--- src/rtl/uart_pkg.sv ---
// uart_pkg: shared types and helpers for the configurable UART transmitter.
//   state_t     - one-hot FSM state encoding
//   parity_e    - decoded parity mode
//   DBITS_MIN   - narrowest data field ever transmitted
//   par_decode  - maps the raw 2-bit parity field onto parity_e (11 -> none)
//   clamp_dbits - limits a requested data width to [DBITS_MIN, dmax]
package uart_pkg;

  localparam logic [3:0] DBITS_MIN = 4'd5;

  typedef enum logic [4:0] {
    IDLE   = 5'b00001,
    START  = 5'b00010,
    DATA   = 5'b00100,
    PARITY = 5'b01000,
    STOP   = 5'b10000
  } state_t;

  typedef enum logic [1:0] {
    PAR_NONE = 2'b00,
    PAR_EVEN = 2'b01,
    PAR_ODD  = 2'b10
  } parity_e;

  function automatic parity_e par_decode(input logic [1:0] p);
    case (p)
      2'b01:   return PAR_EVEN;
      2'b10:   return PAR_ODD;
      default: return PAR_NONE;
    endcase
  endfunction

  function automatic logic [3:0] clamp_dbits(input logic [3:0] d, input logic [3:0] dmax);
    if (d < DBITS_MIN)  return DBITS_MIN;
    else if (d > dmax)  return dmax;
    else                return d;
  endfunction

endpackage

--- src/rtl/uart_tx_cfg_if.sv ---
// uart_tx_cfg_if: valid/ready word stream feeding the transmitter.
//   s_valid_i  source has a word
//   s_ready_o  transmitter holding buffer is empty
//   s_data_i   payload, LSB first
// master = stream source, slave = transmitter.
interface uart_tx_cfg_if #(parameter int DW_MAX = 9);
  logic              s_valid_i;
  logic              s_ready_o;
  logic [DW_MAX-1:0] s_data_i;

  modport master (output s_valid_i, output s_data_i, input s_ready_o);
  modport slave  (input s_valid_i, input s_data_i, output s_ready_o);
endinterface

--- src/rtl/uart_baud_gen.sv ---
// uart_baud_gen: bit-period timer.
//   clk_i, rst_i  clock / async active-high reset
//   restart_i     forces the count back to 0 (start of a new frame)
//   div_i         bit period minus 1, in clock cycles
//   tick_o        high on the last cycle of each bit period
module uart_baud_gen #(
  parameter int DIV_W = 16
) (
  input  logic             clk_i,
  input  logic             rst_i,
  input  logic             restart_i,
  input  logic [DIV_W-1:0] div_i,
  output logic             tick_o
);

  logic [DIV_W-1:0] r_cnt;

  assign tick_o = (r_cnt == div_i);

  always_ff @(posedge clk_i or posedge rst_i) begin
    if (rst_i)                  r_cnt <= '0;
    else if (restart_i || tick_o) r_cnt <= '0;
    else                        r_cnt <= r_cnt + DIV_W'(1);
  end

endmodule

--- src/rtl/uart_tx_cfg.sv ---
// uart_tx_cfg: runtime-configurable UART transmitter with a one-entry holding buffer.
//   clk_i, rst_i   clock / async active-high reset
//   cfg_div_i      bit period minus 1
//   cfg_dbits_i    data bits (clamped to 5..DW_MAX)
//   cfg_par_i      00/11 none, 01 even, 10 odd
//   cfg_stop2_i    two stop bits when set
//   s_if           word stream (slave side)
//   tx_o           registered serial line, idle high
//   busy_o         frame in progress or buffer occupied
//   done_o         last cycle of the final stop bit
module uart_tx_cfg
  import uart_pkg::*;
#(
  parameter int DW_MAX = 9,
  parameter int DIV_W  = 16
) (
  input  logic             clk_i,
  input  logic             rst_i,
  input  logic [DIV_W-1:0] cfg_div_i,
  input  logic [3:0]       cfg_dbits_i,
  input  logic [1:0]       cfg_par_i,
  input  logic             cfg_stop2_i,
  uart_tx_cfg_if.slave     s_if,
  output logic             tx_o,
  output logic             busy_o,
  output logic             done_o
);

  state_t            r_state;
  logic              r_buf_full;
  logic [DW_MAX-1:0] r_buf_data, r_sh;
  logic [DIV_W-1:0]  r_buf_div, r_div;
  logic [3:0]        r_buf_dbits, r_dbits, r_bitcnt;
  parity_e           r_buf_par, r_par;
  logic              r_buf_stop2, r_stop2, r_stopcnt, r_parity, r_tx;

  logic              w_tick, w_accept, w_frame_end, w_load;
  logic [DW_MAX-1:0] w_src_data;
  logic [DIV_W-1:0]  w_src_div;
  logic [3:0]        w_src_dbits;
  parity_e           w_src_par;
  logic              w_src_stop2;

  assign w_accept    = s_if.s_valid_i & ~r_buf_full;
  assign w_frame_end = (r_state == STOP) & w_tick & (r_stopcnt == r_stop2);
  // A word arriving on the frame-end cycle goes straight into the shifter so
  // the next start bit follows without an idle cycle.
  assign w_load      = r_buf_full ? ((r_state == IDLE) | w_frame_end)
                                  : (w_frame_end & s_if.s_valid_i);

  assign w_src_data  = r_buf_full ? r_buf_data  : s_if.s_data_i;
  assign w_src_div   = r_buf_full ? r_buf_div   : cfg_div_i;
  assign w_src_dbits = r_buf_full ? r_buf_dbits : clamp_dbits(cfg_dbits_i, 4'(DW_MAX));
  assign w_src_par   = r_buf_full ? r_buf_par   : par_decode(cfg_par_i);
  assign w_src_stop2 = r_buf_full ? r_buf_stop2 : cfg_stop2_i;

  uart_baud_gen #(.DIV_W(DIV_W)) u_baud (
    .clk_i     (clk_i),
    .rst_i     (rst_i),
    .restart_i (w_load | (r_state == IDLE)),
    .div_i     (r_div),
    .tick_o    (w_tick)
  );

  always_ff @(posedge clk_i or posedge rst_i) begin
    if (rst_i) begin
      r_buf_full  <= 1'b0;
      r_buf_data  <= '0;
      r_buf_div   <= '0;
      r_buf_dbits <= DBITS_MIN;
      r_buf_par   <= PAR_NONE;
      r_buf_stop2 <= 1'b0;
    end else if (w_load && r_buf_full) begin
      r_buf_full <= 1'b0;
    end else if (w_accept && !w_load) begin
      r_buf_full  <= 1'b1;
      r_buf_data  <= s_if.s_data_i;
      r_buf_div   <= cfg_div_i;
      r_buf_dbits <= clamp_dbits(cfg_dbits_i, 4'(DW_MAX));
      r_buf_par   <= par_decode(cfg_par_i);
      r_buf_stop2 <= cfg_stop2_i;
    end
  end

  always_ff @(posedge clk_i or posedge rst_i) begin
    if (rst_i) begin
      r_state   <= IDLE;
      r_tx      <= 1'b1;
      r_sh      <= '0;
      r_div     <= '0;
      r_dbits   <= DBITS_MIN;
      r_par     <= PAR_NONE;
      r_stop2   <= 1'b0;
      r_bitcnt  <= '0;
      r_stopcnt <= 1'b0;
      r_parity  <= 1'b0;
    end else if (w_load) begin
      r_state  <= START;
      r_tx     <= 1'b0;
      r_sh     <= w_src_data;
      r_div    <= w_src_div;
      r_dbits  <= w_src_dbits;
      r_par    <= w_src_par;
      r_stop2  <= w_src_stop2;
      // seeding with 1 for odd parity turns the running XOR into its inverse
      r_parity <= (w_src_par == PAR_ODD);
    end else if (w_tick) begin
      case (r_state)
        IDLE: ;
        START: begin
          r_state  <= DATA;
          r_tx     <= r_sh[0];
          r_bitcnt <= '0;
        end
        DATA: begin
          r_parity <= r_parity ^ r_sh[0];
          if (r_bitcnt == r_dbits - 4'd1) begin
            if (r_par != PAR_NONE) begin
              r_state <= PARITY;
              r_tx    <= r_parity ^ r_sh[0];
            end else begin
              r_state   <= STOP;
              r_tx      <= 1'b1;
              r_stopcnt <= 1'b0;
            end
          end else begin
            r_sh     <= r_sh >> 1;
            r_tx     <= r_sh[1];
            r_bitcnt <= r_bitcnt + 4'd1;
          end
        end
        PARITY: begin
          r_state   <= STOP;
          r_tx      <= 1'b1;
          r_stopcnt <= 1'b0;
        end
        STOP: begin
          if (r_stopcnt == r_stop2) r_state <= IDLE;
          else                      r_stopcnt <= 1'b1;
        end
        default: begin
          r_state <= IDLE;
          r_tx    <= 1'b1;
        end
      endcase
    end
  end

  assign s_if.s_ready_o = ~r_buf_full;
  assign tx_o           = r_tx;
  assign busy_o         = (r_state != IDLE) | r_buf_full;
  assign done_o         = w_frame_end;

endmodule

--- src/flat_wrapper.sv ---
// flat-port wrapper written by rule: the top's interface ports become plain ports
module uart_tx_cfg_flat import uart_pkg::*;
#(
  parameter int DW_MAX = 9,
  parameter int DIV_W  = 16
)
  (clk_i, rst_i, cfg_div_i, cfg_dbits_i, cfg_par_i, cfg_stop2_i, tx_o, busy_o, done_o, s_if_s_valid_i, s_if_s_data_i, s_if_s_ready_o);
  uart_tx_cfg_if #(.DW_MAX(DW_MAX)) s_if_i ();
  input  logic clk_i;
  input  logic rst_i;
  input  logic [DIV_W-1:0] cfg_div_i;
  input  logic [3:0] cfg_dbits_i;
  input  logic [1:0] cfg_par_i;
  input  logic cfg_stop2_i;
  output logic tx_o;
  output logic busy_o;
  output logic done_o;
  input wire logic [$bits(s_if_i.s_valid_i)-1:0] s_if_s_valid_i;
  input wire logic [$bits(s_if_i.s_data_i)-1:0] s_if_s_data_i;
  output wire logic [$bits(s_if_i.s_ready_o)-1:0] s_if_s_ready_o;
  assign s_if_i.s_valid_i = s_if_s_valid_i;
  assign s_if_i.s_data_i = s_if_s_data_i;
  assign s_if_s_ready_o = s_if_i.s_ready_o;
  uart_tx_cfg #(.DW_MAX(DW_MAX), .DIV_W(DIV_W)) u_core (.clk_i(clk_i), .rst_i(rst_i), .cfg_div_i(cfg_div_i), .cfg_dbits_i(cfg_dbits_i), .cfg_par_i(cfg_par_i), .cfg_stop2_i(cfg_stop2_i), .s_if(s_if_i), .tx_o(tx_o), .busy_o(busy_o), .done_o(done_o));
endmodule
--- config.mk ---
export PLATFORM = sky130hd
export DESIGN_NAME = uart_tx_cfg_flat
export DESIGN_NICKNAME = d
export VERILOG_FILES = /design/src/rtl/uart_pkg.sv /design/src/rtl/uart_tx_cfg_if.sv /design/src/rtl/uart_baud_gen.sv /design/src/rtl/uart_tx_cfg.sv /design/src/flat_wrapper.sv
export SDC_FILE = /design/constraint.sdc
export NUM_CORES = 1
export LEC_CHECK = 0
export CORE_MARGIN = 2
export CORE_UTILIZATION = 45
export DETAILED_ROUTE_END_ITERATION = 16
export HOLD_SLACK_MARGIN = 0.15
export PLACE_DENSITY_LB_ADDON = 0.15
export SYNTH_ARGS = -nofsm -noshare
export SYNTH_HDL_FRONTEND = slang
export SYNTH_HIERARCHICAL = 1
export SYNTH_SLANG_ARGS = --single-unit
--- constraint.sdc ---
create_clock -name clk_i -period 2.6 [get_ports clk_i]
set_clock_uncertainty 0.15 [all_clocks]
set_input_delay 0.26 -clock clk_i [delete_from_list [all_inputs] [get_ports clk_i]]
set_output_delay 0.26 -clock clk_i [all_outputs]
set_load 0.005 [all_outputs]
==> results of run 1 <==
-- flip-flops by register name (all words and copies together) (netlist names) --
signal and cells:
u_core/r_sh 9, u_core/r_dbits 4, u_core/r_buf_dbits 4, u_core/r_buf_stop2 1, u_core/r_buf_div 16, u_core/r_bitcnt 4, u_core/u_baud/r_cnt 16, u_core/r_stopcnt 1
u_core/tx_o 1, u_core/r_div 16, u_core/r_buf_par 2, u_core/r_buf_data 9, u_core/r_par 2, u_core/r_buf_full 1, u_core/r_parity 1, u_core/r_stop2 1
u_core/r_state 5
-- area by class of cell --
| class | instances | area share, % |
|---|---|---|
| multi-input combinational | 368 | 40.6 |
| sequential | 93 | 36.0 |
| tap | 136 | 2.62 |
| timing repair buffer | 102 | 17.1 |
| clock buffer | 9 | 1.91 |
| inverter | 15 | 0.906 |
| clock inverter | 7 | 0.849 |
-- tightest hold or removal path, cell delays in order --
cell	delay, ns
sky130_fd_sc_hd__clkdlybuf4s50_1	0.41
sky130_fd_sc_hd__nand2_1	0.06
sky130_fd_sc_hd__nand2_1	0.04
-- synthesized netlist by cell type (6+ instances only) --
cell type                  number
sky130_fd_sc_hd__a21oi_1       30
sky130_fd_sc_hd__buf_4          6
sky130_fd_sc_hd__buf_6          6
sky130_fd_sc_hd__clkbuf_1       9
sky130_fd_sc_hd__dfrtp_1       87
sky130_fd_sc_hd__dfstp_2        6
sky130_fd_sc_hd__inv_1         15
sky130_fd_sc_hd__mux2i_1       27
sky130_fd_sc_hd__nand2_1      104
sky130_fd_sc_hd__nand3_1       10
sky130_fd_sc_hd__nand4_1        8
sky130_fd_sc_hd__nor2_1        51
sky130_fd_sc_hd__nor3_1        16
sky130_fd_sc_hd__o21ai_0       13
sky130_fd_sc_hd__xnor2_1       25
sky130_fd_sc_hd__xor2_1        10
-- worst paths after layout --
kind / from / endpoint / slack, ns / cells past startpoint
max in group asynchronous: rst_i / u_core/r_buf_dbits[0] / 0.97 / 4
min in group asynchronous: rst_i / u_core/r_bitcnt[0] / 0.64 / 3
min reg2reg: u_core/r_buf_data[7] / u_core/r_buf_data[7] / 0.33 / 2
max reg2reg: u_core/r_div[11] / u_core/r_div[2] / -0.12 / 12
max: u_core/r_div[11] / busy_o / -0.15 / 8
min: cfg_div_i[9] / u_core/r_buf_div[9] / 0.28 / 3
-- stage by stage --
stage	setup slack [ns]	hold slack (ns)
2_1_floorplan	0.0141	0.0237
3_3_place_gp	-0.0476	0.306
3_5_place_dp	-0.169	0.312
4_1_cts	-0.0848	0.275
5_1_grt	-0.270	0.296
6_report	-0.152	0.282
-- cell usage in the layout, fill, tap and decap left out, types with 11 or more instances in the layout --
master and count:
sky130_fd_sc_hd__xnor2_1 24, sky130_fd_sc_hd__a21oi_1 11, sky130_fd_sc_hd__o21ai_0 13, sky130_fd_sc_hd__nor2_4 12
sky130_fd_sc_hd__clkdlybuf4s50_1 36, sky130_fd_sc_hd__mux2i_1 27, sky130_fd_sc_hd__dfrtp_1 86, sky130_fd_sc_hd__buf_4 38
sky130_fd_sc_hd__nor2_1 38, sky130_fd_sc_hd__inv_1 11, sky130_fd_sc_hd__nor3_1 13, sky130_fd_sc_hd__a21oi_2 18
sky130_fd_sc_hd__nand2_1 103
-- cell families after synthesis --
family	after synthesis
AOI/OAI and AO/OA	76
and+or+nand+nor	220
buffers and inverters	43
xor gates and xnor gates	37
DFF	93
adders and majority gates	3
muxes	31
-- report_power, final --
part           internal, W  total, W  switching (W)  leakage, nW
Sequential         0.00156   0.00164      0.0000798         1.14
Combinational     0.000230  0.000445       0.000215         1.81
Clock             0.000362  0.000921       0.000559       0.0923
-- timing repair --
item	4_1_cts	5_1_grt
cloned	1	11
pin swaps	13	24
hold buffers	1	0
resized for setup	25	83
setup endpoints to repair	36	79
buffers inserted	7	17
endpoints found under the hold margin	12	0
-- metal layers --
metal,vias up,global-route usage (%)
li1,1902,-
met1,1883,29.4
met2,65,29.0
met3,14,2.85
met4,0,6.41
met5,-,0
==> impl_table.tex, run 1 <==
\begin{tabular}{lr}
\hline
Metric & Value \\
\hline
\multicolumn{2}{l}{\textbf{Detailed routing}} \\
\quad Length of routed met2 wiring & $\sim$5600 microns \\
\quad Count of antenna-violating nets left after detailed routing & 0 \\
\quad First-pass iteration count of the detailed router & 4 \\
\quad Length of routed met3 wiring & $\sim$300 microns \\
\quad Top Metal Used & met4 \\
\quad \# DRC & 0 \\
\quad Average via count per standard cell & between 5 and 6 \\
\quad Post-route met1 wirelength & between 5000 and 6000 microns \\
\quad Post-detailed-route wirelength per cell & approximately 16 microns \\
\quad Number of DRC markers in iteration 0 & between 150 and 200 \\
\quad Count of vias placed by the detailed router & approximately 3900 \\
\quad Drt total wl & between 10000 and 15000 microns \\
\multicolumn{2}{l}{\textbf{Timing}} \\
\quad Number of setup violations in the final report & 39 \\
\quad Final Max Tran Viols & 0 \\
\quad Fin Setup TNS & -2.26 ns \\
\quad Actual slew at the worst max-slew pin & about 0.65 ns \\
\quad Unrepaired setup endpoints after global routing & true \\
\quad Remaining max-slew budget at the tightest pin & around 56\% \\
\quad Period Utilization, post-route & 106\% \\
\quad Maximum operating frequency & about 360 MHz \\
\quad Minimum clock period & around 2.8 ns \\
\quad Final hold vios & 0 \\
\quad Worst setup margin & -0.152 ns \\
\multicolumn{2}{l}{\textbf{Final layout}} \\
\quad Sequential standard cell area & 0.00234 sq mm \\
\quad Multi-input gate area in the final layout & 0.00264 sq mm \\
\quad Layout Area Growth over Synthesis & 34.2\% \\
\quad Count of inserted antenna diode cells & 0 \\
\quad Post-Layout Inst Area & 0.00649 sq mm \\
\quad Number of nets in the final layout & between 600 and 700 \\
\quad Final design utilization & between 60 and 70\% \\
\quad Count of placed standard cells in the final layout, fillers left out & 730 \\
\quad Fillers & 871 \\
\quad Fraction of layout instances using a drive strength above 1 & between 20\% and 30\% \\
\multicolumn{2}{l}{\textbf{Logic synthesis}} \\
\quad Total nets after synthesis & 541 \\
\quad Synth Area in Adders & 0.776\% \\
\quad Post-synthesis register bit count & between 90 and 100 \\
\quad Post-synth top flop & sky130\_fd\_sc\_hd\_\_dfrtp\_1 \\
\quad Fraction of post-synthesis cell area in the top cell type by area & between 40\% and 50\% \\
\quad Netlist area before placement & 0.00484 sq mm \\
\quad Compound-cell area share of the yosys netlist & between 10\% and 20\% \\
\quad Main combinational cell family by area after synthesis & simple AND/OR/NAND/NOR gates \\
\quad Number of distinct standard cells referenced by the synthesized netlist & 63 \\
\quad YS warnings & 6 \\
\quad Synthesized area divided by synthesized cell count & around 9.6 sq um \\
\quad Multiplexer share of the synthesized area & approximately 6.5\% \\
\quad Share of synthesized flip-flops with an asynchronous set or reset & 100\% \\
\quad Area share of and/or/nand/nor cells after synthesis & a little over a fifth \\
\quad Number of instances in the synthesized netlist & just over 500 \\
\quad Post-synthesis sequential area ratio & 48.3\% \\
\quad Leading cell types by total area after synthesis & sky130\_fd\_sc\_hd\_\_dfrtp\_1, sky130\_fd\_sc\_hd\_\_nand2\_1, sky130\_fd\_sc\_hd\_\_mux2i\_1, sky130\_fd\_sc\_hd\_\_xnor2\_1, sky130\_fd\_sc\_hd\_\_nor2\_1 \\
\quad Number of flops mapped to enable cells by yosys & 0 \\
\quad Top cell type by total area after synthesis & sky130\_fd\_sc\_hd\_\_dfrtp\_1 \\
\quad Xor and xnor area share after synthesis & 7.17\% \\
\multicolumn{2}{l}{\textbf{Run status}} \\
\quad Failing checks & setup timing \\
\quad Result of the run & complete, but fails checks \\
\multicolumn{2}{l}{\textbf{Worst setup path}} \\
\quad Kind of launch point of the worst setup path & register \\
\quad Data required time at the worst endpoint & approximately 2.2 ns \\
\quad Largest stage delay, worst path & 0.43 ns \\
\quad Data arrival time of the worst path & approximately 2.3 ns \\
\quad Slowest CP cell & sky130\_fd\_sc\_hd\_\_dfrtp\_1 \\
\quad Worst-path cell chain & xnor2\_1 -> nand4\_1 -> nor4\_4 -> nand4\_1 -> buf\_4 -> o221ai\_4 -> or2\_4 -> buf\_6 \\
\quad Nature of the critical path endpoint & output port \\
\quad Most repeated library cell on the critical path & sky130\_fd\_sc\_hd\_\_nand4\_1 \\
\quad Buffering stage count on the worst path with inverters included & 2 \\
\quad Cell family contributing the most delay on the critical path & simple AND/OR/NAND/NOR gates \\
\quad Critical Path Fanout Max & 2 \\
\quad Category of the most critical setup path & register to output port \\
\multicolumn{2}{l}{\textbf{Die}} \\
\quad Die Footprint & between 0.01 and 0.015 sq mm \\
\quad \# rows & 37 \\
\quad Core area & 0.0104 sq mm \\
\quad Starting Density & between 40 and 50\% \\
\quad Die width & between 100 and 150 microns \\
\quad IO Count & 39 \\
\quad Die outline height & approximately 110 microns \\
\multicolumn{2}{l}{\textbf{Global route}} \\
\quad Residual overflow from global routing & 0 \\
\quad Via count of the first global-routing pass & approximately 3600 \\
\quad Overall track demand over capacity in global routing & 19.6\% \\
\quad Wire length of the first global-routing pass & 17800 microns \\
\quad Largest net degree at the start of global routing & between 60 and 70 \\
\quad Initial antenna violation count & 0 \\
\multicolumn{2}{l}{\textbf{Power and ir drop}} \\
\quad Total power of the final layout & approximately 0.0030 W \\
\quad Worst VDD drop & between 0.2 and 0.3 mV \\
\quad Power Dens Cells & 463 mW/mm\^{}2 \\
\quad Standby leakage power & approximately 3.0 nW \\
\multicolumn{2}{l}{\textbf{Clocking}} \\
\quad Insertion delay of the later-clocked pin in the worst-skew pair & between 0.3 and 0.4 ns \\
\quad Worst-case clock buffer depth & 2 \\
\quad Clk Tree Root Cell & sky130\_fd\_sc\_hd\_\_clkbuf\_8 \\
\quad Number of buffers created by CTS & 9 \\
\quad Clock transition time at the flip-flop clock pins of the worst setup and hold paths & 0.10 ns \\
\quad TritonCTS clock tree & yes \\
\quad Sink count of the clock tree & 93 \\
\quad Number of H-tree levels & 3 \\
\multicolumn{2}{l}{\textbf{Placed design}} \\
\quad Post-placement cell area & about 0.0055 sq mm \\
\quad Number of I/O port buffers & 38 \\
\quad Post-DP HPWL & between 7000 and 8000 microns \\
\quad Final GP Congestion & approximately 0.87 \\
\quad Placed Instances & 679 \\
\multicolumn{2}{l}{\textbf{Job}} \\
\quad Max\_cap viols & 0 \\
\multicolumn{2}{l}{\textbf{Worst hold path}} \\
\quad HP Class & input port to register \\
\hline
\end{tabular}
Power figures use the tool's default switching activity.
==> run 2, diff against run 1 <==
Clock period 2.6 ns to 2.3 ns, I/O delays scaled along.
==> run 2 against run 1 <==
Net effect:
- the run still ends with setup timing left
- combinational power is 20% higher
- clock power increased by 47%
- wire length is 5.6% higher
- non-clock buffer count rose by 28
- critical path type unchanged
- via count increased by 4.7%
- hold slack got worse by 0.019 ns
- global-route usage increased by 2.0 points
- final cell count grew 3.8%
==> impl_table.tex, run 2 (synthesis gave the netlist of run 1 again) <==
\begin{tabular}{lr}
\hline
Metric & Value \\
\hline
\multicolumn{2}{l}{\textbf{Final layout}} \\
\quad Number of nets in the final layout & 655 (+4.5\%) \\
\quad Fraction of layout instances using a drive strength above 1 & 32.3\% (+4.9 points) \\
\quad Highest-count cells in the layout ignoring fill and taps & sky130\_fd\_sc\_hd\_\_dfrtp\_1, sky130\_fd\_sc\_hd\_\_buf\_4, sky130\_fd\_sc\_hd\_\_nand2\_1 \\
\quad Final design utilization & 65.3\% (+2.8 points) \\
\quad Count of placed standard cells in the final layout, fillers left out & 758 (+3.8\%) \\
\quad Count of inserted antenna diode cells & 0 (unchanged) \\
\quad Layout Area Growth over Synthesis & 40.1\% \\
\quad Largest registers & u\_core/r\_buf\_div: 16 flops, u\_core/r\_div: 16 flops, u\_core/u\_baud/r\_cnt: 16 flops \\
\quad Most common cell after layout, fill and taps aside & sky130\_fd\_sc\_hd\_\_dfrtp\_1 \\
\multicolumn{2}{l}{\textbf{Clocking}} \\
\quad Clk Tree Root Cell & sky130\_fd\_sc\_hd\_\_clkbuf\_8 \\
\quad Clock transition time at the flip-flop clock pins of the worst setup and hold paths & 0.09 ns (about the same) \\
\quad TritonCTS clock tree & yes \\
\quad Number of H-tree levels & 3 (unchanged) \\
\quad Number of buffers created by CTS & 9 (unchanged) \\
\quad Sink count of the clock tree & 93 (unchanged) \\
\quad Insertion delay of the later-clocked pin in the worst-skew pair & 0.37 ns (about the same) \\
\quad Worst-case clock buffer depth & 2 (unchanged) \\
\multicolumn{2}{l}{\textbf{Power and ir drop}} \\
\quad Total power of the final layout & 0.00373 W (+24\%) \\
\quad Flop pwr share & 49.6\% (-4.9 points) \\
\quad Power share of the clock group & 36.1\% (+5.4 points) \\
\quad Net switching component of the power & 0.000949 W (+11\%) \\
\quad Worst VDD drop & 0.418 mV (+60\%) \\
\quad Internal portion of total power & 0.00278 W (+29\%) \\
\quad Standby leakage power & 3.29 nW (+8.4\%) \\
\quad Combinational cell fraction of total power & 14.3\% (-0.5 points) \\
\quad Switching part of the total & 25.5\% (-3.0 points) \\
\quad Power Dens Cells & 550 mW/mm\^{}2 (+19\%) \\
\multicolumn{2}{l}{\textbf{Worst setup path}} \\
\quad Count of cells along the worst register-to-register path & 10 (-2) \\
\quad Buffering stage count on the worst path with inverters included & 2 (unchanged) \\
\quad Slowest CP cell & sky130\_fd\_sc\_hd\_\_dfrtp\_1 \\
\quad Kind of launch point of the worst setup path & register \\
\quad Cell family contributing the most delay on the critical path & simple AND/OR/NAND/NOR gates \\
\quad Nature of the critical path endpoint & output port \\
\quad Most repeated library cell on the critical path & sky130\_fd\_sc\_hd\_\_nand4\_1 \\
\quad Worst-path cell chain & xnor2\_1 -> nand4\_1 -> nor4\_4 -> nand4\_1 -> buf\_4 -> o221ai\_4 -> or2\_4 -> buf\_6 \\
\quad Data arrival time of the worst path & 2.29 ns (-0.05 ns) \\
\quad Category of the most critical setup path & register to output port \\
\quad Data required time at the worst endpoint & 1.92 ns (-0.27 ns) \\
\quad Instance count on the critical path & 8 (unchanged) \\
\quad Largest stage delay, worst path & 0.40 ns (-0.03 ns) \\
\quad Critical Path Fanout Max & 2 (unchanged) \\
\multicolumn{2}{l}{\textbf{Detailed routing}} \\
\quad Count of vias placed by the detailed router & 4044 (+4.7\%) \\
\quad Drt total wl & 12500 microns (+5.6\%) \\
\quad Count of antenna-violating nets left after detailed routing & 0 (unchanged) \\
\quad Average via count per standard cell & 5.34 (+0.79\%) \\
\quad \# DRC & 0 (unchanged) \\
\quad Post-detailed-route wirelength per cell & 16.4 microns (+1.7\%) \\
\quad Number of DRC markers in iteration 0 & 230 (+32\%) \\
\quad First-pass iteration count of the detailed router & 4 (unchanged) \\
\multicolumn{2}{l}{\textbf{Timing}} \\
\quad Period Utilization, post-route & 116\% \\
\quad Unrepaired setup endpoints after global routing & true \\
\quad Worst setup margin & -0.373 ns (-0.221 ns) \\
\quad Final hold vios & 0 (unchanged) \\
\quad Minimum clock period & between 2 and 3 ns \\
\quad Number of setup violations in the final report & 82 (+110\%) \\
\quad Remaining max-slew budget at the tightest pin & 55.8\% (-0.44 points) \\
\quad Final Max Tran Viols & 0 (unchanged) \\
\quad Maximum operating frequency & 374 MHz \\
\quad Actual slew at the worst max-slew pin & 0.662 ns (+0.00805 ns) \\
\quad Fin Setup TNS & -14.31 ns (-12.06 ns) \\
\quad Hold Slack & 0.263 ns (-0.0195 ns) \\
\multicolumn{2}{l}{\textbf{Job}} \\
\quad Max\_cap viols & 0 (unchanged) \\
\multicolumn{2}{l}{\textbf{Run status}} \\
\quad Failing checks & setup timing \\
\quad Result of the run & complete, but fails checks \\
\multicolumn{2}{l}{\textbf{Die}} \\
\quad \# rows & 37 (unchanged) \\
\quad Core area & 0.0104 sq mm (unchanged) \\
\quad Die Footprint & 0.0116 sq mm (unchanged) \\
\quad IO Count & 39 (unchanged) \\
\quad Starting Density & 46.6\% (unchanged) \\
\quad Die outline height & 108 microns (unchanged) \\
\quad Die width & 108 microns (unchanged) \\
\multicolumn{2}{l}{\textbf{Global route}} \\
\quad Residual overflow from global routing & 0 (unchanged) \\
\quad Via count of the first global-routing pass & 3851 (+8.1\%) \\
\quad Overall track demand over capacity in global routing & 21.6\% (+2.0 points) \\
\quad Largest net degree at the start of global routing & 49 (-20\%) \\
\quad Initial antenna violation count & 0 (unchanged) \\
\quad Wire length of the first global-routing pass & 19300 microns (+8.1\%) \\
\multicolumn{2}{l}{\textbf{Worst hold path}} \\
\quad HP Class & input port to register \\
\quad Worst Hold Depth & 3 (unchanged) \\
\multicolumn{2}{l}{\textbf{Placed design}} \\
\quad Final GP Congestion & 0.844 (-3.0\%) \\
\quad Number of I/O port buffers & 38 (unchanged) \\
\quad Post-DP HPWL & 7650 microns (+7.5\%) \\
\quad Placed Instances & 711 (+4.7\%) \\
\hline
\end{tabular}
run 2: power groups by stage:
stage	Combinational, W	Clock [W]	Sequential, W
5_1_grt	0.000584	0.00146	0.00186
4_1_cts	0.000507	0.00137	0.00185
2_1_floorplan	0.000265	0	0.00186
3_5_place_dp	0.000470	0	0.00187
3_3_place_gp	0.000461	0	0.00187
6_report	0.000533	0.00135	0.00185
run 2: final timing paths:
path	start	endpoint	slack, ns
max	u_core/u_baud/r_cnt[4]	busy_o	-0.37
min	s_if_s_data_i[2]	u_core/r_buf_data[2]	0.26
max reg2reg	u_core/u_baud/r_cnt[4]	u_core/r_sh[2]	-0.30
min reg2reg	u_core/r_buf_data[0]	u_core/r_buf_data[0]	0.32
max in group asynchronous	rst_i	u_core/r_sh[8]	0.68
min in group asynchronous	rst_i	u_core/r_parity	0.70
run 2: repair_timing:
action / 4_1_cts / 5_1_grt
pin swaps: 12 / 44
gates resized for setup: 35 / 77
buffers inserted: 25 / 3
cloned: 2 / 6
setup endpoints to repair: 93 / 93
hold buffers: 1 / 0
endpoints found under the hold margin: 5 / 0
run 2: layer usage:
layer / part of all wire, % / wire, microns / GRT usage, % / vias to the layer above
met3: 2.8 / 349 / 4.30 / 17
met1: 48 / 6040 / 31.4 / 1983
met5: 0 / 0 / 0 / -
li1: - / - / - / 1976
met2: 47 / 5850 / 32.1 / 68
met4: 1.8 / 221 / 7.60 / 0
run 2: cell type report:
class	count	area (sq um)
well taps	136	170
multi-input cells	368	2650
repair buffers	130	1300
inverters	15	65.1
fillers	851	3600
flip-flops and latches	93	2340
clock buffers	10	138
clock inverters	6	110
run 2: metrics by stage:
stage          cell area, sq um  setup slack (ns)
3_3_place_gp               5750            -0.349
3_5_place_dp               5750            -0.459
5_1_grt                    6770            -0.485
6_report                   6770            -0.373
4_1_cts                    6400            -0.339
2_1_floorplan              4860            -0.241
run 2: worst register-to-register path: stages, from the launching register on:
cell and delay (ns):
sky130_fd_sc_hd__dfrtp_1 0.40, sky130_fd_sc_hd__xnor2_1 0.19, sky130_fd_sc_hd__nand4_1 0.20, sky130_fd_sc_hd__nor4_4 0.37, sky130_fd_sc_hd__nand4_1 0.17, sky130_fd_sc_hd__buf_4 0.17, sky130_fd_sc_hd__o221ai_4 0.19, sky130_fd_sc_hd__buf_6 0.19
sky130_fd_sc_hd__buf_12 0.14, sky130_fd_sc_hd__nor2_1 0.06, sky130_fd_sc_hd__a221oi_2 0.28
